==> config.mk <==
export PLATFORM = sky130hd
export DESIGN_NAME = waveform_period_meter
export DESIGN_NICKNAME = d
export VERILOG_FILES = /design/src/rtl/waveform_meter_pkg.sv /design/src/rtl/schmitt_edge_detector.sv /design/src/rtl/waveform_period_meter.sv
export SDC_FILE = /design/constraint.sdc
export NUM_CORES = 1
export LEC_CHECK = 0
export BUFFER_PORTS_ARGS = -buffer_cell sky130_fd_sc_hd__buf_2
export CAP_MARGIN = 40
export CELL_PAD_IN_SITES_DETAIL_PLACEMENT = 0
export CELL_PAD_IN_SITES_GLOBAL_PLACEMENT = 1
export CORE_ASPECT_RATIO = 1.1
export CORE_UTILIZATION = 51
export CTS_BUF_LIST = sky130_fd_sc_hd__clkbuf_8
export DETAILED_ROUTE_END_ITERATION = 12
export HOLD_SLACK_MARGIN = 0.1
export PLACE_DENSITY = 0.92
export SLEW_MARGIN = 15
export SYNTH_ARGS = -nofsm -noshare
export SYNTH_HDL_FRONTEND = slang
export SYNTH_SLANG_ARGS = --single-unit
==> constraint.sdc <==
create_clock -name clk -period 5.7 [get_ports clk]
set_clock_uncertainty 0.05 [all_clocks]
set_input_delay 0.855 -clock clk [delete_from_list [all_inputs] [get_ports clk]]
set_output_delay 0.855 -clock clk [all_outputs]
set_load 0.02 [all_outputs]
==> src/rtl/waveform_meter_pkg.sv <==
// Shared definitions for the waveform period meter: FSM encoding and
// Schmitt threshold helpers around the 8-bit unsigned midpoint.
package waveform_meter_pkg;

    typedef enum logic {
        IDLE    = 1'b0,
        MEASURE = 1'b1
    } meter_state_t;

    localparam int MIDPOINT = 128;

    // Rising threshold: LOW->HIGH when sample >= MIDPOINT+hyst.
    function automatic logic [7:0] upper_thr(input int hyst);
        return 8'(MIDPOINT + hyst);
    endfunction

    // Falling threshold: HIGH->LOW when sample <= MIDPOINT-1-hyst.
    function automatic logic [7:0] lower_thr(input int hyst);
        return 8'(MIDPOINT - 1 - hyst);
    endfunction

endpackage

==> src/rtl/schmitt_edge_detector.sv <==
// Hysteretic midpoint comparator; edge_hit flags the enabled sample that
// takes the registered level from LOW to HIGH.
module schmitt_edge_detector
    import waveform_meter_pkg::*;
#(
    parameter int HYST = 8
) (
    input  logic       clk,
    input  logic       rst,
    input  logic       enable,
    input  logic [7:0] sample_in,
    output logic       level,
    output logic       edge_hit
);

    localparam logic [7:0] THR_HI = upper_thr(HYST);
    localparam logic [7:0] THR_LO = lower_thr(HYST);

    logic above_hi;
    logic below_lo;

    assign above_hi = (sample_in >= THR_HI);
    assign below_lo = (sample_in <= THR_LO);

    // Combinational on the current sample so the crossing sample is the event.
    assign edge_hit = enable && !level && above_hi;

    always_ff @(posedge clk) begin
        if (rst) begin
            level <= 1'b0;
        end else if (enable) begin
            if (!level && above_hi)
                level <= 1'b1;
            else if (level && below_lo)
                level <= 1'b0;
        end
    end

endmodule

==> src/rtl/waveform_period_meter.sv <==
// Measures the period (in enabled samples) of an 8-bit waveform between
// rising Schmitt crossings, averaged over 2^AVG_LOG2 cycles, plus peak/trough.
module waveform_period_meter
    import waveform_meter_pkg::*;
#(
    parameter int PERIOD_W = 24,
    parameter int HYST     = 8,
    parameter int AVG_LOG2 = 2
) (
    input  logic                clk,
    input  logic                rst,
    input  logic                enable,
    input  logic [7:0]          sample_in,
    output logic [PERIOD_W-1:0] period_out,
    output logic [7:0]          peak_out,
    output logic [7:0]          trough_out,
    output logic                period_valid,
    output logic                locked,
    output logic                timeout
);

    localparam int SUM_W = PERIOD_W + AVG_LOG2;
    localparam logic [PERIOD_W-1:0] CNT_SAT  = {PERIOD_W{1'b1}};
    localparam logic [AVG_LOG2-1:0] WIN_LAST = {AVG_LOG2{1'b1}};

    meter_state_t        state;
    logic [PERIOD_W-1:0] cnt;
    logic [SUM_W-1:0]    sum;
    logic [AVG_LOG2-1:0] win;
    logic [7:0]          run_max;
    logic [7:0]          run_min;

    logic                level_unused;
    logic                edge_hit;
    logic [PERIOD_W-1:0] cnt_inc;
    logic                cnt_sat;
    logic [SUM_W-1:0]    total;
    logic [SUM_W-1:0]    avg;
    logic [7:0]          nxt_max;
    logic [7:0]          nxt_min;

    schmitt_edge_detector #(
        .HYST(HYST)
    ) u_schmitt (
        .clk      (clk),
        .rst      (rst),
        .enable   (enable),
        .sample_in(sample_in),
        .level    (level_unused),
        .edge_hit (edge_hit)
    );

    assign cnt_inc = cnt + 1'b1;
    assign cnt_sat = (cnt_inc == CNT_SAT);
    // The edge sample closes the period, hence the +1.
    assign total   = sum + {{AVG_LOG2{1'b0}}, cnt} + SUM_W'(1);
    assign avg     = total >> AVG_LOG2;
    assign nxt_max = (sample_in > run_max) ? sample_in : run_max;
    assign nxt_min = (sample_in < run_min) ? sample_in : run_min;

    always_ff @(posedge clk) begin
        if (rst) begin
            state        <= IDLE;
            cnt          <= '0;
            sum          <= '0;
            win          <= '0;
            run_max      <= '0;
            run_min      <= '0;
            period_out   <= '0;
            peak_out     <= '0;
            trough_out   <= '0;
            period_valid <= 1'b0;
            locked       <= 1'b0;
            timeout      <= 1'b0;
        end else begin
            period_valid <= 1'b0;
            timeout      <= 1'b0;
            if (enable) begin
                case (state)
                    IDLE: begin
                        cnt <= '0;
                        sum <= '0;
                        win <= '0;
                        if (edge_hit) begin
                            state   <= MEASURE;
                            run_max <= sample_in;
                            run_min <= sample_in;
                        end
                    end
                    MEASURE: begin
                        if (edge_hit) begin
                            cnt <= '0;
                            if (win == WIN_LAST) begin
                                period_out   <= avg[PERIOD_W-1:0];
                                peak_out     <= nxt_max;
                                trough_out   <= nxt_min;
                                period_valid <= 1'b1;
                                locked       <= 1'b1;
                                sum          <= '0;
                                win          <= '0;
                                run_max      <= sample_in;
                                run_min      <= sample_in;
                            end else begin
                                sum     <= total;
                                win     <= win + 1'b1;
                                run_max <= nxt_max;
                                run_min <= nxt_min;
                            end
                        end else if (cnt_sat) begin
                            // No crossing within range: drop back and re-arm.
                            timeout <= 1'b1;
                            locked  <= 1'b0;
                            state   <= IDLE;
                            cnt     <= '0;
                            sum     <= '0;
                            win     <= '0;
                        end else begin
                            cnt     <= cnt_inc;
                            run_max <= nxt_max;
                            run_min <= nxt_min;
                        end
                    end
                    default: state <= IDLE;
                endcase
            end
        end
    end

endmodule
After elaboration in Yosys (flattened, before gate mapping) --
Index checks and enable logic that the tools add are counted. W data, S select, Z words.
Word-level totals: register bits after elaboration 113, bits of input ports 11, word-level logic and storage cells 77
Cells by class: add/sub/neg operators 4, $lt $le $gt $ge 4, equal/unequal tests 6, multiplexer cells 33, bitwise gates (word level) 3, reductions and logical operators 14
Operators by type and width (count):
- $mux W26 | 3
- $mux W8 | 9
- $pmux W26 S2 | 1
- $mux W24 | 2
- $pmux W24 S2 | 1
- $pmux W8 S2 | 2
- $add A26 B1 Y26 const B | 1
- $add A26 B24 Y26 | 1
- $add A24 B1 Y24 const B | 1
- $eq A24 B24 Y1 const B | 1
- $mux W1 | 10
- $ge A8 B8 Y1 const B | 1
- $gt A8 B8 Y1 | 1
- $le A8 B7 Y1 const B | 1
- $lt A8 B8 Y1 | 1
- $reduce_and A4 Y1 | 2
- $reduce_or A4 Y1 | 2
- $mux W2 | 3
- $logic_and A1 B1 Y1 | 4
- $pmux W2 S2 | 1
- $reduce_and A2 Y1 | 2
- $reduce_bool A2 Y1 | 2
- $ne A3 B1 Y1 const B | 1
- $ne A3 B3 Y1 const B | 1
- other kinds (8) | 10

Depth between registers and ports, before layout --
Gate-level depths: netlist (run 1).
word-level depth 5, gate-level depth with buffers 13, mapped depth without buffers 11

Modules after synthesis --
From an unflattened synthesis (run 1), not the netlist that was laid out.
Second synthesis, totals: cells, all modules 820, area total of the unflattened synthesis 6585.1 sq um
Modules (own cells, without submodules):
- waveform_period_meter | times used 1, cells an instance 812, area an instance 6511.2 sq um, seq. area each 2242.2 sq um
- schmitt_edge_detector | times used 1, cells an instance 8, area an instance 73.8 sq um, seq. area each 20.0 sq um

Worst setup path after synthesis (run 1) --
OpenSTA, ideal clock, no wires.
path kind register to register, start point register cnt[1], end point register sum[18], setup time 117 ps, arrival time 2968 ps, data required time 5533 ps, setup slack 2565 ps, cell stages (with the launch flop) 13, buffers on the path 3, clock period less this slack 3135 ps, cell sequence dfxtp_1 ha_1 and3_1 clkbuf_1 a31oi_1 o211a_1 nor2_1 or4b_1 or4b_1 buf_2 a21o_4 buf_6 a22o_1
On the way: cells in the longest elaborated chain, start to end 5, elaborated cells between the ends (all ways) 9, those cells by class add/sub: 3; eq/ne: 2; mux: 3; reduce/logical: 1
RTL lines:
- from (decl) | RTL line waveform_period_meter.sv:27 | logic [PERIOD_W-1:0] cnt;
- from (signal assigned) | RTL line waveform_period_meter.sv:118 | cnt <= cnt_inc;
- $add A26 B24 Y26 | RTL line waveform_period_meter.sv:56 | assign total = sum + {{AVG_LOG2{1'b0}}, cnt} + SUM_W'(1);
- $add A26 B1 Y26 | RTL line waveform_period_meter.sv:56
- $mux W26 | RTL line waveform_period_meter.sv:93 | if (win == WIN_LAST) begin
- $mux W26 | RTL line waveform_period_meter.sv:91 | if (edge_hit) begin
- $pmux W26 S2 | RTL line waveform_period_meter.sv:79 | case (state)
- to (signal assigned) | RTL line waveform_period_meter.sv:104 | sum <= total;
- to (decl) | RTL line waveform_period_meter.sv:28 | logic [SUM_W-1:0] sum;
Several ways; a longest one is shown, not always the timed one. A chain may end at the register's enable or synchronous reset.

Worst setup path in the final report (run 1) --
start point register cnt[2], end point register sum[24]
The elaborated chain is that of the path after synthesis.

==> out/results.tsv, run 1 <==
stage	metric	value	unit
min_path	HP Start	period_out[18]	
global_route	largest net degree at the start of global routing	67	
finish	Inserted Diodes	0	
setup_path	CP endpoint kind	flip-flop	
setup_path	CP max FO	25	
floorplanning	chip height	123	um
clocking	Num Clock Sinks	113	
timing	Setup WS post-layout	1990	ps
finish	Area Growth Syn to Fin	11.0	%
power_and_ir_drop	IR drop worst, VDD	0.133	mV
setup_path	Data required, critical path	6000	ps
logic_synthesis	Async S/R FF share, synth	0	%
timing	final-report setup violation count	0	
finish	fin area	7590	um2
setup_path	Worst R2R End	sum[24]	
finish	fin nets	930	
logic_synthesis	area leader, netlist	dfxtp_1	
routing	Final ANT Viol Nets	0	
timing	TNS Setup	0	ps
logic_synthesis	Post-Synthesis Mean Instance Area	8.07	um2
logic_synthesis	Yosys top cell area share	33.1	%
clocking	root buffer cell	clkbuf_8	
setup_path	critical path type	reg -> reg	
placement	post-DP HPWL	13.2	mm
timing	Rel. slew slack	44.8	%
setup_path	R2R Setup Slk	1990	ps
run_status	status	finished clean	
floorplanning	Initial Utilization	52.0	%
finish	layout cells sized above 1	11.4	%
clocking	clk_lat worst skew	460	ps
routing	WL/cell	17.3	um
timing	Worst Tran Pin Value	825	ps
timing	final hold vios	0	
power_and_ir_drop	LEAKAGE	3.11	nW
logic_synthesis	cells after synthesis	848	
finish	Util after Layout	57.7	%
global_route	grt ovf	0	
timing	Slew Limit Fails	0	
min_path	Hold Path Cell Cnt	2	
timing	RSZ-0062 raised after global routing	no	
floorplanning	row cnt	44	
global_route	initial antenna violation count	0	
setup_path	Worst path slowest cell	or4b_1	
routing	first drt pass iteration count	5	
floorplanning	die width	112	um
power_and_ir_drop	PwrDens	236	nW/um2
setup_path	crit path cell chain	and4_1, and3_1, nand2_1, xnor2_2, or4b_1, or4b_1, a21o_4, a221o_1	
routing	initial DRC count	540	
min_path	Min-Delay Endpoint	period_out[18]	
routing	via/cell ratio	6.25	
routing	drt total wl	18.2	mm
clocking	TritonCTS clock tree	done	
min_path	Hold Path Class	reg -> reg	
placement	Post-Place Cell Area	7170	um2
clocking	post_cts resized	0	
clocking	clock tree buffer depth	2	
global_route	GRT Total Usage	27.2	%
logic_synthesis	yosys warns	0	
logic_synthesis	Synth area leaders	dfxtp_1 (33%), ha_1 (7.7%), nand2_1 (4.7%)	
timing	max frequency	0.270	GHz
placement	Placer Congestion	0.933	
setup_path	Most common cell on crit path	or4b_1	
logic_synthesis	number of synthesized flops with an enable pin	0	
timing	period utilization	65.1	%
setup_path	type of origin of the critical path	flip-flop	
clocking	H-tree depth	4	
job	Max-Cap Viols	0	
floorplanning	I/O Pins	54	
logic_synthesis	synth cell count leaders	dfxtp_1 (113), nand2_1 (86), a21oi_1 (64)	
clocking	Post-CTS Hold Buffers	0	
routing	vias post-DR	6559	
global_route	vias in the first global route	6128	
setup_path	worst r2r path cells	8	
placement	port bufs	53	
floorplanning	Core ar.	13200	um2
logic_synthesis	post-synth cell types	71	
logic_synthesis	prevailing post-synth register cell	dfxtp_1	
routing	drt drc	0	
logic_synthesis	most common cell in the netlist	dfxtp_1	
placement	worst slack, placed	2060	ps
clocking	TritonCTS buffer count	17	
logic_synthesis	syn_nets	902	
logic_synthesis	Seq cells post-synth	113	
timing	post-route minimum period	3710	ps
timing	Hold Worst Slack	408	ps
logic_synthesis	mapped cell area	6840	um2
setup_path	CP peak stage delay	660	ps
finish	fillcell total	1226	
logic_synthesis	sequential area share after synthesis	33.1	%
setup_path	reg2reg start	cnt[2]	
clocking	clock-pin slew on the worst setup and hold paths	80	ps
setup_path	worst path arrival time	4010	ps
global_route	first-pass GRT wire length	29.9	mm
clocking	post-CTS setup buffers	0	
floorplanning	die area	13900	um2
-- where the power goes --
| group | switching (mW) | leakage, nW | internal (mW) |
|---|---|---|---|
| clock network | 0.335 | 0.226 | 0.479 |
| logic | 0.105 | 1.97 | 0.0591 |
| registers | 0.0135 | 0.912 | 0.804 |
| total | 0.453 | 3.11 | 1.34 |
-- routing by layer --
layer,track usage (%),vias to the layer above,part of all wire (%)
met5,0,-,0
met3,5.98,42,4.5
met2,47.4,204,48
met4,12.3,0,2.5
li1,-,3220,-
met1,32.3,3093,45
-- state kept, by name, indices dropped and copies added, names as in the netlist --
name and flops:
sum 26, cnt 24, period_out 24, peak_out 8
run_max 8, run_min 8, trough_out 8, win 2
locked 1, period_valid 1, state 1, timeout 1
u_schmitt.level 1
-- cell type report --
type,count,area (um2),share of cell area (%)
multi-input combinational,648,4230,55.7
sequential,113,2260,29.8
timing repair buffer,61,345,4.55
clock buffer,18,248,3.26
tap,161,201,2.65
clock inverter,14,173,2.27
inverter,35,131,1.73
-- worst max-delay path, delay by kind of cell (launching register included) --
family,cells,cell delay (ps)
AOI/OAI and AO/OA,2,760
DFF,1,510
xor gates and xnor gates,1,190
and+or+nand+nor,5,2100
-- cell usage in the layout (no fill, tap or decap), drive strengths merged, types with 7 or more instances in the layout --
cell type  netlist  final
dfxtp          113    113
nand2           86     86
a21oi           64     64
buf             13     61
nor2            59     59
nand3           49     49
ha              42     42
a31oi           39     39
inv             33     36
nor3            28     28
o21ai           25     25
a211oi          22     22
a22o            20     20
a21o            19     19
mux2i           18     18
clkbuf          39     18
xnor2           18     18
and3            14     14
and2            12     12
o21a            11     11
o2111ai          9      9
nand4            9      9
nand2b           8      8
clkinv           2      8
nor2b            7      7
nor4             7      7
-- cells by family after synthesis --
| logic type | share of synthesized area, % |
|---|---|
| fa+ha+maj | 7.97 |
| buf+inv | 5.19 |
| mux | 2.63 |
| flops | 33.1 |
| simple gates | 21.8 |
| xor+xnor | 3.18 |
| compound gates | 26.2 |
-- through the flow --
stage / power [mW] / instances
final: 1.80 / 1050
after detailed placement: 0.996 / 1018
after CTS: 1.81 / 1050
after floorplan: 0.954 / 848
after global routing: 1.86 / 1050
after global placement: 0.989 / 1015
-- how the worst max path moves through the flow --
stage,startpoint,end,slack [ps]
after floorplan,cnt[1],sum[18],2570
after global placement,cnt[2],sum[24],2130
after detailed placement,cnt[2],sum[24],2060
after CTS,cnt[2],sum[24],2050
after global routing,cnt[2],sum[24],1810
final,cnt[2],sum[24],1990
No activity file was read; power rests on OpenSTA's default activity.
==> run 2, diff against run 1 <==
--- a/config.mk
+++ b/config.mk
@@ -5,16 +5,17 @@
 export SDC_FILE = /design/constraint.sdc
 export NUM_CORES = 1
 export LEC_CHECK = 0
+export ABC_AREA = 1
 export BUFFER_PORTS_ARGS = -buffer_cell sky130_fd_sc_hd__buf_2
 export CAP_MARGIN = 40
 export CELL_PAD_IN_SITES_DETAIL_PLACEMENT = 0
 export CELL_PAD_IN_SITES_GLOBAL_PLACEMENT = 1
 export CORE_ASPECT_RATIO = 1.1
-export CORE_UTILIZATION = 51
+export CORE_UTILIZATION = 41
 export CTS_BUF_LIST = sky130_fd_sc_hd__clkbuf_8
 export DETAILED_ROUTE_END_ITERATION = 12
 export HOLD_SLACK_MARGIN = 0.1
-export PLACE_DENSITY = 0.92
+export PLACE_DENSITY = 0.83
 export SLEW_MARGIN = 15
 export SYNTH_ARGS = -nofsm -noshare
 export SYNTH_HDL_FRONTEND = slang
==> constraint.sdc (replaced) <==
create_clock -name clk -period 3.1 [get_ports clk]
set_clock_uncertainty 0.05 [all_clocks]
set_input_delay 0.465 -clock clk [delete_from_list [all_inputs] [get_ports clk]]
set_output_delay 0.465 -clock clk [all_outputs]
set_load 0.02 [all_outputs]
==> out/results.tsv, run 2 <==
stage	metric	value	unit	change
finish	Area Growth Syn to Fin	12.8	%	was 11.0%
routing	initial DRC count	406		was 540
power_and_ir_drop	Clk network pwr share	44.8	%	was 45.3%
setup_path	crit path cell chain	inv_1, ha_1, fa_1, nand3b_1, nand2_1, a21oi_1, o21ai_1, nand2_1, nand2_1, o21ai_0, xnor2_1, o21bai_1, inv_1		was and4_1, and3_1, nand2_1, xnor2_2, or4b_1, or4b_1, a21o_4, a221o_1
placement	Placer Congestion	0.938		was 0.933
finish	fillcell total	1859		was 1226
global_route	GRT Total Usage	24.4	%	was 27.2%
timing	TNS Setup	0	ps	unchanged
setup_path	worst path arrival time	3020	ps	was 4010 ps
power_and_ir_drop	PwrDens	385	nW/um2	was 236 nW/um2
power_and_ir_drop	Pint	2.24	mW	was 1.34 mW
setup_path	type of origin of the critical path	flip-flop		unchanged
logic_synthesis	syn_nets	1205		was 902
logic_synthesis	mapped cell area	7500	um2	was 6840 um2
global_route	initial antenna violation count	0		unchanged
run_status	status	finished clean		unchanged
routing	via/cell ratio	5.03		was 6.25
timing	RSZ-0062 raised after global routing	no		unchanged
logic_synthesis	Yosys top cell area share	30.1	%	was 33.1%
timing	post-route minimum period	2710	ps	was 3710 ps
logic_synthesis	Async S/R FF share, synth	0	%	unchanged
job	Max-Cap Viols	0		unchanged
logic_synthesis	yosys warns	0		unchanged
timing	Rel. slew slack	63.6	%	was 44.8%
finish	most common cell after layout, fill and taps aside	nand2_1		was dfxtp_1
setup_path	Data required, critical path	3410	ps	was 6000 ps
power_and_ir_drop	Psw	1.01	mW	was 0.453 mW
logic_synthesis	prevailing post-synth register cell	dfxtp_1		unchanged
clocking	clock tree buffer depth	2		unchanged
setup_path	CP endpoint kind	flip-flop		unchanged
finish	highest-count cells in the layout ignoring fill and taps	nand2_1 (310), inv_1 (147), nor2_1 (113), dfxtp_1 (113), nand3_1 (81)		was dfxtp_1 (113), nand2_1 (86), a21oi_1 (63)
clocking	post-CTS setup buffers	0		unchanged
floorplanning	Core ar.	17800	um2	was 13200 um2
power_and_ir_drop	Reg power frac	45.6	%	was 45.5%
setup_path	CP peak stage delay	430	ps	was 660 ps
logic_synthesis	sequential area share after synthesis	30.1	%	was 33.1%
finish	Top reg by flops	sum		unchanged
setup_path	Most common cell on crit path	nand2_1		was or4b_1
finish	Inserted Diodes	0		unchanged
global_route	largest net degree at the start of global routing	71		was 67
floorplanning	chip height	144	um	was 123 um
logic_synthesis	Synth area leaders	dfxtp_1 (30%), nand2_1 (16%), inv_1 (7.4%)		was dfxtp_1 (33%), ha_1 (7.7%), nand2_1 (4.7%)
routing	Final ANT Viol Nets	0		unchanged
floorplanning	die area	18800	um2	was 13900 um2
floorplanning	I/O Pins	54		unchanged
timing	Setup WS post-layout	389	ps	was 1990 ps
logic_synthesis	synth cell count leaders	nand2_1 (310), inv_1 (148), dfxtp_1 (113), nor2_1 (113), nand3_1 (81)		was dfxtp_1 (113), nand2_1 (86), a21oi_1 (64)
clocking	root buffer cell	clkbuf_8		unchanged
power_and_ir_drop	Logic pwr share	9.6	%	was 9.2%
setup_path	delay-heaviest family, CP	adder cells		was simple AND/OR/NAND/NOR gates
floorplanning	row cnt	51		was 44
logic_synthesis	number of synthesized flops with an enable pin	0		unchanged
global_route	first-pass GRT wire length	34.8	mm	was 29.9 mm
finish	max FFs per register	26		unchanged
logic_synthesis	Post-Synthesis Mean Instance Area	6.52	um2	was 8.07 um2
logic_synthesis	cells after synthesis	1151		was 848
timing	Worst Tran Pin Value	541	ps	was 825 ps
logic_synthesis	area leader, netlist	dfxtp_1		unchanged
power_and_ir_drop	LEAKAGE	4.03	nW	was 3.11 nW
routing	vias post-DR	7310		was 6559
power_and_ir_drop	sw frac	31.1	%	was 25.3%
routing	first drt pass iteration count	7		was 5
placement	post-DP HPWL	16.3	mm	was 13.2 mm
clocking	TritonCTS clock tree	done		unchanged
finish	fin nets	1257		was 930
floorplanning	die width	131	um	was 112 um
routing	drt total wl	21.8	mm	was 18.2 mm
logic_synthesis	post-synth cell types	38		was 71
setup_path	Critical path buffers and inverters	2		was 0
power_and_ir_drop	IR drop worst, VDD	0.267	mV	was 0.133 mV
timing	period utilization	87.4	%	was 65.1%
global_route	vias in the first global route	6715		was 6128
global_route	grt ovf	0		unchanged
clocking	Num Clock Sinks	113		unchanged
clocking	TritonCTS buffer count	17		unchanged
timing	Slew Limit Fails	0		unchanged
timing	final hold vios	0		unchanged
clocking	H-tree depth	4		unchanged
placement	port bufs	53		unchanged
logic_synthesis	most common cell in the netlist	nand2_1		was dfxtp_1
floorplanning	Initial Utilization	42.2	%	was 52.0%
min_path	Hold Path Class	in -> reg		was reg -> reg
clocking	clock-pin slew on the worst setup and hold paths	80	ps	about the same
setup_path	critical path type	reg -> reg		unchanged
logic_synthesis	Seq cells post-synth	113		unchanged
finish	biggest regs	sum: 26 flops, cnt: 24 flops, period_out: 24 flops		unchanged
placement	worst slack, placed	276	ps	was 2060 ps
routing	drt drc	0		unchanged
clocking	clk_lat worst skew	460	ps	about the same
setup_path	Worst path slowest cell	dfxtp_1		was or4b_1
finish	layout cells sized above 1	13.2	%	was 11.4%
setup_path	CP max FO	6		was 25
timing	max frequency	0.369	GHz	was 0.270 GHz
routing	WL/cell	15.0	um	was 17.3 um
timing	final-report setup violation count	0		unchanged
[run 2: changes by cell type in the layout (fill, tap and decap cells not counted), sizes merged, moves of 20 or more]
cell,before,now
nor2,59,127
inv,36,163
nand3,49,103
a211oi,22,2
nand2,86,319
o21ai,25,71
o21bai,1,33
a31oi,39,3
a22o,20,0
nor3,28,4
[run 2: worst register-to-register path, cell delays in order, from the launching register on]
cell and delay, ps:
dfxtp_1 430, inv_1 130, ha_1 250, fa_1 390
nand3b_1 170, nand2_1 110, a21oi_1 130, o21ai_1 250
nand2_1 130, nand2_1 120, o21ai_0 110, xnor2_1 170
o21bai_1 130, inv_1 50
[run 2: layer usage]
metal / global-route usage, % / share of wire [%] / up-vias
met2: 40.8 / 47 / 136
met4: 8.41 / 2.3 / 0
met1: 31.2 / 46 / 3314
li1: - / - / 3829
met5: 0 / 0 / -
met3: 4.36 / 4.2 / 31
[run 2: repair_timing]
action / in CTS / in global routing
resized for setup: 0 / 1
hold buffers: 0 / 0
setup endpoints to repair: 0 / 1
[run 2: power by group through the flow]
stage / logic [mW] / registers [mW] / clock network, mW
final: 0.313 / 1.48 / 1.46
after global routing: 0.357 / 1.49 / 1.55
after CTS: 0.315 / 1.48 / 1.49
after detailed placement: 0.313 / 1.52 / 0
after global placement: 0.307 / 1.52 / 0
after floorplan: 0.209 / 1.51 / 0
[run 2: path summary, 6_finish.rpt]
check | cells past startpoint | endpoint | startpoint | slack [ps]
hold / removal | 3 | u_schmitt.level | sample_in[7] | 350
hold reg to reg | 2 | sum[0] | sum[0] | 420
setup / recovery | 13 | period_out[14] | cnt[0] | 390
setup reg to reg | 13 | period_out[14] | cnt[0] | 390
[run 2: final cells by class]
cell class / count / area [um2] / share of cell area (%)
Sequential cell: 113 / 2260 / 26.7
Inverter: 153 / 574 / 6.79
Clock buffer: 17 / 234 / 2.77
Clock inverter: 15 / 165 / 1.95
Tap cell: 238 / 298 / 3.52
Multi-Input combinational cell: 843 / 4480 / 52.9
Timing Repair Buffer: 75 / 450 / 5.32
[run 2: cells by family after synthesis]
group / synth area share (%)
AOI/OAI and AO/OA: 14.5
and+or+nand+nor: 35.1
adders and majority gates: 7.27
DFF: 30.1
buffers and inverters: 10.3
xor gates and xnor gates: 2.68
[run 2: through the flow]
stage / cells / cell area [um2] / hold slack, ps / power (mW) / util, %
after floorplan: 1151 / 7500 / 391 / 1.72 / -
after global placement: 1421 / 8040 / 401 / 1.82 / 45.1
after detailed placement: 1422 / 8060 / 408 / 1.83 / 45.3
after CTS: 1454 / 8460 / 336 / 3.28 / 47.5
after global routing: 1454 / 8460 / 379 / 3.39 / 47.5
final: 1454 / 8460 / 350 / 3.26 / 47.5
==> run 3, diff against run 2 <==
--- a/config.mk
+++ b/config.mk
@@ -7,15 +7,17 @@
 export LEC_CHECK = 0
 export ABC_AREA = 1
 export BUFFER_PORTS_ARGS = -buffer_cell sky130_fd_sc_hd__buf_2
-export CAP_MARGIN = 40
+export CAP_MARGIN = 10
 export CELL_PAD_IN_SITES_DETAIL_PLACEMENT = 0
 export CELL_PAD_IN_SITES_GLOBAL_PLACEMENT = 1
 export CORE_ASPECT_RATIO = 1.1
 export CORE_UTILIZATION = 41
 export CTS_BUF_LIST = sky130_fd_sc_hd__clkbuf_8
 export DETAILED_ROUTE_END_ITERATION = 12
+export GPL_TIMING_DRIVEN = 0
 export HOLD_SLACK_MARGIN = 0.1
 export PLACE_DENSITY = 0.83
+export SKIP_LAST_GASP = 1
 export SLEW_MARGIN = 15
 export SYNTH_ARGS = -nofsm -noshare
 export SYNTH_HDL_FRONTEND = slang
==> out/results.tsv, run 3 (synthesis results as in run 2) <==
stage	metric	value	unit	change
power_and_ir_drop	LEAKAGE	4.03	nW	about the same
timing	TNS Setup	0	ps	unchanged
clocking	clock-pin slew on the worst setup and hold paths	80	ps	about the same
timing	Slew Limit Fails	0		unchanged
setup_path	crit path cell chain	inv_1, ha_1, fa_1, nand3b_1, nand2_1, a21oi_1, o21ai_2, nand2_1, nand2_1, o21ai_0, xnor2_2, o21bai_1, inv_1		was inv_1, ha_1, fa_1, nand3b_1, nand2_1, a21oi_1, o21ai_1, nand2_1, nand2_1, o21ai_0, xnor2_1, o21bai_1, inv_1
floorplanning	chip height	144	um	unchanged
clocking	clock tree buffer depth	2		unchanged
run_status	status	finished clean		unchanged
timing	final hold vios	0		unchanged
global_route	GRT Total Usage	26.0	%	was 24.4%
setup_path	worst path arrival time	3130	ps	was 3020 ps
floorplanning	die area	18800	um2	unchanged
setup_path	CP endpoint kind	flip-flop		unchanged
min_path	Hold Path Cell Cnt	3		unchanged
setup_path	CP peak stage delay	400	ps	was 430 ps
clocking	Post-CTS Hold Buffers	0		unchanged
min_path	Hold Path Class	in -> reg		unchanged
setup_path	critical path type	reg -> reg		unchanged
finish	layout cells sized above 1	12.7	%	was 13.2%
global_route	initial antenna violation count	0		unchanged
routing	initial DRC count	444		was 406
timing	max frequency	0.355	GHz	was 0.369 GHz
placement	Placer Congestion	0.907		was 0.938
finish	register area	2260	um2	about the same
power_and_ir_drop	IR drop worst, VDD	0.247	mV	was 0.267 mV
timing	period utilization	91.0	%	was 87.4%
floorplanning	die width	131	um	unchanged
setup_path	type of origin of the critical path	flip-flop		unchanged
clocking	root buffer cell	clkbuf_8		unchanged
routing	via/cell ratio	5.07		was 5.03
global_route	grt ovf	0		unchanged
setup_path	Most common cell on crit path	nand2_1		unchanged
finish	most common cell after layout, fill and taps aside	nand2_1		unchanged
global_route	vias in the first global route	7016		was 6715
clocking	post-CTS setup buffers	0		unchanged
floorplanning	I/O Pins	54		unchanged
finish	biggest regs	sum: 26 flops, cnt: 24 flops, period_out: 24 flops		unchanged
placement	port bufs	53		unchanged
routing	drt total wl	22.9	mm	was 21.8 mm
global_route	largest net degree at the start of global routing	17		was 71
finish	area occupied by multi-input gates	4480	um2	about the same
timing	RSZ-0062 raised after global routing	no		unchanged
finish	fin nets	1277		was 1257
timing	final-report setup violation count	0		unchanged
timing	Worst Tran Pin Value	708	ps	was 541 ps
floorplanning	row cnt	51		unchanged
global_route	first-pass GRT wire length	37.0	mm	was 34.8 mm
finish	fillcell total	1872		was 1859
floorplanning	Initial Utilization	42.2	%	unchanged
routing	WL/cell	15.5	um	was 15.0 um
finish	Inserted Diodes	0		unchanged
routing	first drt pass iteration count	5		was 7
finish	fin cells	1474		was 1454
finish	highest-count cells in the layout ignoring fill and taps	nand2_1 (310), inv_1 (148), nor2_1 (113)		was nand2_1 (310), inv_1 (147), nor2_1 (113), dfxtp_1 (113), nand3_1 (81)
clocking	TritonCTS clock tree	done		unchanged
placement	post-DP HPWL	18.2	mm	was 16.3 mm
clocking	TritonCTS buffer count	17		unchanged
setup_path	Data required, critical path	3410	ps	about the same
job	Max-Cap Viols	0		unchanged
routing	Final ANT Viol Nets	0		unchanged
floorplanning	Core ar.	17800	um2	unchanged
finish	Top reg by flops	sum		unchanged
timing	Rel. slew slack	52.5	%	was 63.6%
finish	Area Growth Syn to Fin	13.0	%	was 12.8%
setup_path	worst r2r path cells	13		unchanged
clocking	H-tree depth	4		unchanged
placement	Placed Cells	1442		was 1422
timing	post-route minimum period	2820	ps	was 2710 ps
routing	drt drc	0		unchanged
clocking	clk_lat worst skew	470	ps	was 460 ps
finish	max FFs per register	26		unchanged
routing	vias post-DR	7478		was 7310
clocking	Num Clock Sinks	113		unchanged
power_and_ir_drop	PwrDens	383	nW/um2	was 385 nW/um2
setup_path	CP max FO	6		unchanged
setup_path	Worst path slowest cell	dfxtp_2		was dfxtp_1
[run 3: cell types whose count changed in the layout (fill, tap and decap cells not counted), sizes merged]
| cell | previous run | this run |
|---|---|---|
| buf | 75 | 69 |
| clkbuf | 17 | 43 |
[run 3: power breakdown]
part	leakage [nW]	switching, mW	internal, mW
registers	0.913	0.0151	1.47
clock network	0.198	0.780	0.673
logic	2.92	0.218	0.0899
[run 3: worst max-delay path, delay by kind of cell (launching register included)]
family | cells | cell delay (ps)
AOI/OAI and AO/OA | 4 | 680
xor gates and xnor gates | 1 | 200
adders and majority gates | 2 | 640
buffers and inverters | 2 | 180
DFF | 1 | 400
and+or+nand+nor | 4 | 550
[run 3: timing repair]
item / in CTS / in global routing
gates resized for setup: 1 / 3
gates cloned: 0 / 0
endpoints found under the setup margin: 2 / 7
pin swaps: 0 / 0
[run 3: layout make-up]
type	instances	area share, %
multi-input cells	843	52.9
repair buffers	53	3.13
flip-flops and latches	113	26.7
clock buffers	17	2.76
inverters	153	6.77
clock inverters	15	1.92
plain buffers	42	2.35
well taps	238	3.51
[run 3: metal layers]
layer / up-vias / GRT usage [%] / wire, um
li1: 3870 / - / -
met1: 3423 / 33.5 / 10500
met2: 150 / 43.2 / 11000
met3: 35 / 4.36 / 833
met4: 0 / 10.0 / 595
met5: - / 0 / 0
[run 3: path summary, 6_finish.rpt]
check / to / slack, ps / start
setup / recovery: period_out[14] / 280 / cnt[0]
hold / removal: u_schmitt.level / 340 / sample_in[7]
setup reg to reg: period_out[14] / 280 / cnt[0]
hold reg to reg: sum[8] / 410 / sum[8]
[run 3: through the flow]
step / power (mW) / hold WS, ps / area [um2] / utilization (%) / setup WS [ps]
2_1_floorplan: 1.72 / 391 / 7500 / - / 594
3_3_place_gp: 1.82 / 398 / 8070 / 45.3 / 21.5
3_5_place_dp: 1.83 / 405 / 8070 / 45.3 / 3.81
4_1_cts: 3.27 / 331 / 8460 / 47.5 / 91.7
5_1_grt: 3.37 / 362 / 8480 / 47.6 / 35.6
6_report: 3.25 / 338 / 8480 / 47.6 / 280
